===== src/rtl/stack_pop_unit_pkg.sv =====
// stack_pop_unit_pkg
// Shared definitions for the stack pop sequencer: FSM state encoding,
// default widths, condition-code bit positions inside a popped flags byte,
// and the data-memory read latency the sequencer is built around.
package stack_pop_unit_pkg;

    localparam int DW_DEF = 8;   // data / address width
    localparam int FW_DEF = 4;   // condition-code width

    // Bit positions of the flags inside the popped byte.
    localparam int FLAG_Z = 0;
    localparam int FLAG_N = 1;
    localparam int FLAG_C = 2;
    localparam int FLAG_V = 3;

    // Read data returns one cycle after the strobe; each pop is therefore
    // an ADDR cycle followed by a DATA cycle.
    localparam int MEM_RD_LAT = 1;

    typedef enum logic [2:0] {
        ST_IDLE    = 3'd0,
        ST_FL_ADDR = 3'd1,
        ST_FL_DATA = 3'd2,
        ST_PC_ADDR = 3'd3,
        ST_PC_DATA = 3'd4,
        ST_DONE    = 3'd5
    } pop_state_t;

endpackage


===== src/rtl/stack_pop_unit.sv =====
// stack_pop_unit
// Pops the return state off the stack for RET (PC only) and RTI (flags,
// then PC), mirroring the push order used on CALL / interrupt entry.
// Each byte is one read: pre-increment SP, read M[SP], then publish SP.
//
// state    | meaning
// ---------+-------------------------------------------------
// IDLE     | waiting for a decoded RET / RTI pulse
// FL_ADDR  | read strobe for flags byte at SP+1
// FL_DATA  | flags byte on mem_rdata: load CCR, publish SP
// PC_ADDR  | read strobe for PC byte at SP+1
// PC_DATA  | PC byte on mem_rdata: load PC, publish SP
// DONE     | sequence complete pulse, back to IDLE
//
// Ports:
//   clk, rst              clock, async active-low reset
//   start_ret, start_rti  one-cycle decode pulses (RTI wins if both)
//   sp_in                 architectural SP captured at start
//   mem_rdata             stack read data, one cycle after mem_rd_en
//   mem_rd_en, mem_addr   stack read request
//   sp_wr_en, sp_next     SP update, once per popped byte
//   pc_load, pc_value     restored PC
//   flags_load, flags_value restored condition codes
//   stall, int_mask       pipeline freeze / interrupt block while busy
//   done                  one-cycle completion pulse
module stack_pop_unit
    import stack_pop_unit_pkg::*;
#(
    parameter int DW = DW_DEF,
    parameter int FW = FW_DEF
) (
    input  logic          clk,
    input  logic          rst,
    input  logic          start_ret,
    input  logic          start_rti,
    input  logic [DW-1:0] sp_in,
    input  logic [DW-1:0] mem_rdata,
    output logic          mem_rd_en,
    output logic [DW-1:0] mem_addr,
    output logic          sp_wr_en,
    output logic [DW-1:0] sp_next,
    output logic          pc_load,
    output logic [DW-1:0] pc_value,
    output logic          flags_load,
    output logic [FW-1:0] flags_value,
    output logic          stall,
    output logic          int_mask,
    output logic          done
);

    pop_state_t    state_q, state_d;
    logic [DW-1:0] sp_q, sp_d;
    logic [DW-1:0] sp_inc;

    // Wraps mod 2^DW by construction.
    assign sp_inc = sp_q + {{(DW-1){1'b0}}, 1'b1};

    always_ff @(posedge clk or negedge rst) begin
        if (!rst) begin
            state_q <= ST_IDLE;
            sp_q    <= '0;
        end else begin
            state_q <= state_d;
            sp_q    <= sp_d;
        end
    end

    always_comb begin
        state_d     = state_q;
        sp_d        = sp_q;
        mem_rd_en   = 1'b0;
        mem_addr    = '0;
        sp_wr_en    = 1'b0;
        sp_next     = '0;
        pc_load     = 1'b0;
        pc_value    = '0;
        flags_load  = 1'b0;
        flags_value = '0;
        done        = 1'b0;

        case (state_q)
            ST_IDLE: begin
                if (start_rti) begin
                    state_d = ST_FL_ADDR;
                    sp_d    = sp_in;
                end else if (start_ret) begin
                    state_d = ST_PC_ADDR;
                    sp_d    = sp_in;
                end
            end
            ST_FL_ADDR: begin
                mem_rd_en = 1'b1;
                mem_addr  = sp_inc;
                sp_d      = sp_inc;
                state_d   = ST_FL_DATA;
            end
            ST_FL_DATA: begin
                flags_load  = 1'b1;
                flags_value = mem_rdata[FW-1:0];
                sp_wr_en    = 1'b1;
                sp_next     = sp_q;
                state_d     = ST_PC_ADDR;
            end
            ST_PC_ADDR: begin
                mem_rd_en = 1'b1;
                mem_addr  = sp_inc;
                sp_d      = sp_inc;
                state_d   = ST_PC_DATA;
            end
            ST_PC_DATA: begin
                pc_load  = 1'b1;
                pc_value = mem_rdata;
                sp_wr_en = 1'b1;
                sp_next  = sp_q;
                state_d  = ST_DONE;
            end
            ST_DONE: begin
                done    = 1'b1;
                state_d = ST_IDLE;
            end
            default: begin
                state_d = ST_IDLE;
            end
        endcase
    end

    // Stall combinationally on the start pulse so decode freezes in cycle 0.
    assign stall    = (state_q != ST_IDLE) | start_ret | start_rti;
    assign int_mask = stall;

endmodule

===== config.mk =====
export PLATFORM = sky130hd
export DESIGN_NAME = stack_pop_unit
export DESIGN_NICKNAME = d
export VERILOG_FILES = /design/src/rtl/stack_pop_unit_pkg.sv /design/src/rtl/stack_pop_unit.sv
export SDC_FILE = /design/constraint.sdc
export NUM_CORES = 1
export LEC_CHECK = 0
export BUFFER_PORTS_ARGS = -buffer_cell sky130_fd_sc_hd__buf_2
export CAP_MARGIN = 20
export CORE_ASPECT_RATIO = 0.9
export CORE_MARGIN = 10
export CORE_UTILIZATION = 40
export CTS_BUF_LIST = sky130_fd_sc_hd__clkbuf_4 sky130_fd_sc_hd__clkbuf_8
export DETAILED_ROUTE_END_ITERATION = 7
export PLACE_DENSITY = 0.76
export SLEW_MARGIN = 10
export SYNTH_ARGS = -nofsm -noshare
export SYNTH_HDL_FRONTEND = slang
export SYNTH_SLANG_ARGS = --single-unit

===== constraint.sdc =====
create_clock -name clk -period 2.21 [get_ports clk]
set_clock_uncertainty 0.05 [all_clocks]
set_input_delay 0.442 -clock clk [delete_from_list [all_inputs] [get_ports clk]]
set_output_delay 0.442 -clock clk [all_outputs]
set_load 0.005 [all_outputs]

==> out/qor.txt <==
status: complete, no violations
Critical Path Start: sp_q[0]
I/O pins: 55
Cell Pwr Density: 1423 nW/um^2
GR Overflow Total: 0
design area: 1221 um^2
final hold violations: 0
via count: 986
Net Count, Synth: 132
DR top layer: met4
vias per cell: 5.082
routability congestion estimate: 0.7539
Mapped Cells: 111
Port Buffers: 54
hpwl dp: 2.283 mm
crit start category: register
H-tree levels: 1
Synth Register Bits: 11
critical path data required time: 1.72 ns
top cells by area, synth: dfrtp_1, and2_1, a21oi_1
vias in the first global route: 990
initial antenna violation count: 0
Min-Delay Path Class: input pin to register
logic gate share of total power: 64.5%
sequential-to-total area share from yosys stat: 32.21%
WL final: 2.856 mm
EDFF count, synth: 0
die area: 4388 um^2
worst-skew pair later-pin latency: 0.26 ns
first-pass GRT wire length: 4.567 mm
CTS Buffer Depth: 2
Hold WS: 0.4209 ns
met1 wire length: 1.098 mm
Die Width: 68.72 um
Clock Pin Slew Worst Setup and Hold Paths: 0.07 ns
DRT antenna net count: 0
Fmax: 0.4715 GHz
syn_area_per_cell: 7.699 um^2
RSZ-0062 raised after global routing: yes
count of final setup violators: 0
Initial Util: 43.37%
Max IR drop VDD: 0.8734 mV
Critical Path Sink: mem_addr[7]
placed cell area: 1141 um^2
max cap viols: 0
max-slew violations: 0
sequential share of power: 26.9%
Leak: 0.6291 nW
Pre-Repair DR Iteration Count: 4
area grow syn2layout: 42.90%
cell accounting for the most synthesized area: dfrtp_1
post-route setup slack: 0.08915 ns
wire length per cell: 14.72 um
Critical Path End Type: primary output
die height: 63.85 um
row cnt: 15
largest net degree at the start of global routing: 19
crit path kind: register to primary output
TritonCTS buffer count: 3
flop-to-flop setup slack: 0.67 ns
worst slew pin tran: 0.5652 ns
Yosys cell types: 29
Reg2Reg Depth: 3
Core Util, Final: 61.97%
clock group share of total power: 8.6%
worst path arrival time: 1.63 ns
async set or reset register ratio after synthesis: 100.0%
CTS tree: built
DRC Markers: 0
Routed met2 length: 1.237 mm
Switching Fraction: 46.33%
n_diodes: 0
Final nets: 191
Root Driver: clkbuf_4
slew margin rel.: 62.07%
clock net sink count: 11
cell area after synthesis: 854.6 um^2
ratio of cells with drive above 1 in the final layout: 40.83%
DR iter-0 viols: 40
Period Utilization, post-route: 95.97%
R2R Path Start: state_q[0]
minimum clock period: 2.121 ns
Critical Path Fanout Max: 3
Total GRT Usage: 12.61%
Internal Power: 0.9327 mW
core area: 1971 um^2
post-place setup slack: 0.2567 ns
Switching Power: 0.8052 mW
Ys Warns: 0
Top FF cell, synth: dfrtp_1
Yosys top cell area share: 32.21%
met3 WL: 507 um
reg2reg end: state_q[0]
worst max-delay path: stages (launching register included):
cell	delay [ns]
dfrtp_2	0.41
buf_4	0.13
and4_1	0.24
nand4_1	0.19
xor2_1	0.19
nor2_1	0.09
buf_2	0.12
worst min-delay path by stage:
| stage | from | end | cells after the start | slack (ns) |
|---|---|---|---|---|
| 3_5_place_dp | rst | sp_q[2] | 1 | 0.28 |
| 2_1_floorplan | rst | sp_q[0] | 0 | 0.1 |
| 6_report | sp_in[1] | sp_q[1] | 3 | 0.42 |
| 4_1_cts | sp_in[1] | sp_q[1] | 3 | 0.42 |
| 5_1_grt | sp_in[1] | sp_q[1] | 3 | 0.42 |
| 3_3_place_gp | rst | sp_q[6] | 1 | 0.28 |
final cells by class:
type	count	area [um^2]
clock buffers	4	30.03
well taps	25	31.28
fillers	198	749.5
flip-flops and latches	11	277.8
multi-input cells	92	564.3
inverters	4	15.01
repair buffers	58	302.8
layer usage:
| layer | vias up | global-route usage (%) |
|---|---|---|
| li1 | 496 | - |
| met1 | 443 | 14.81 |
| met2 | 45 | 18.78 |
| met3 | 2 | 8.014 |
| met4 | 0 | 2.956 |
| met5 | - | 0 |
placed cells by master, fill, tap and decap left out, types with 4 or more instances in the layout:
cell / count
buf_2: 54
and2_1: 21
a21oi_1: 12
nand2_1: 10
dfrtp_1: 9
nor2_1: 8
o21ai_0: 5
xor2_1: 4
clkbuf_4: 4
kinds of logic (layout without fill, tap and decap cells):
family	count (synthesis)	after routing	share of synthesized area (%)
DFF	11	11	32.21
adders and majority gates	1	1	1.464
buffers and inverters	8	66	4.392
xor gates and xnor gates	7	7	7.174
and+or+nand+nor	56	56	35.14
AOI/OAI and AO/OA	28	28	19.62
sequential cells by signal (all words and copies together) (netlist names):
| register | count |
|---|---|
| sp_q | 8 |
| state_q | 3 |
repair_timing:
| action | CTS | global route |
|---|---|---|
| setup buffers | 0 | 2 |
| endpoints found under the setup margin | 1 | 12 |
| hold buffers | 1 | 0 |
| endpoints found under the hold margin | 11 | 0 |
| resized for setup | 2 | 5 |
| pin swaps | 0 | 0 |
power groups by stage:
stage / registers (mW) / clock network, mW / logic (mW)
finish: 0.468 / 0.149 / 1.12
global route: 0.490 / 0.165 / 1.27
CTS: 0.458 / 0.154 / 1.08
detailed placement: 0.461 / 0 / 1.08
global placement: 0.450 / 0 / 1.04
floorplan: 0.410 / 0 / 0.706
synth_stat cells (2+ instances only):
library cell and count:
xnor2_1 3, xor2_1 4, nand3_1 4, o22ai_1 3, nor2_1 10, a21oi_1 12
nor3b_1 2, a2bb2oi_1 3, buf_2 3, and3_1 3, nand2_1 10, o21ai_0 5
inv_1 3, and2_1 21, dfrtp_1 11
per-stage QoR:
stage | power [mW] | cells | setup TNS (ns)
2_1_floorplan | 1.117 | 111 | 0
3_3_place_gp | 1.492 | 187 | 0
3_5_place_dp | 1.536 | 187 | 0
4_1_cts | 1.695 | 192 | 0
5_1_grt | 1.921 | 194 | -0.03477
6_report | 1.738 | 194 | 0
(Power assumes the default switching activity.)
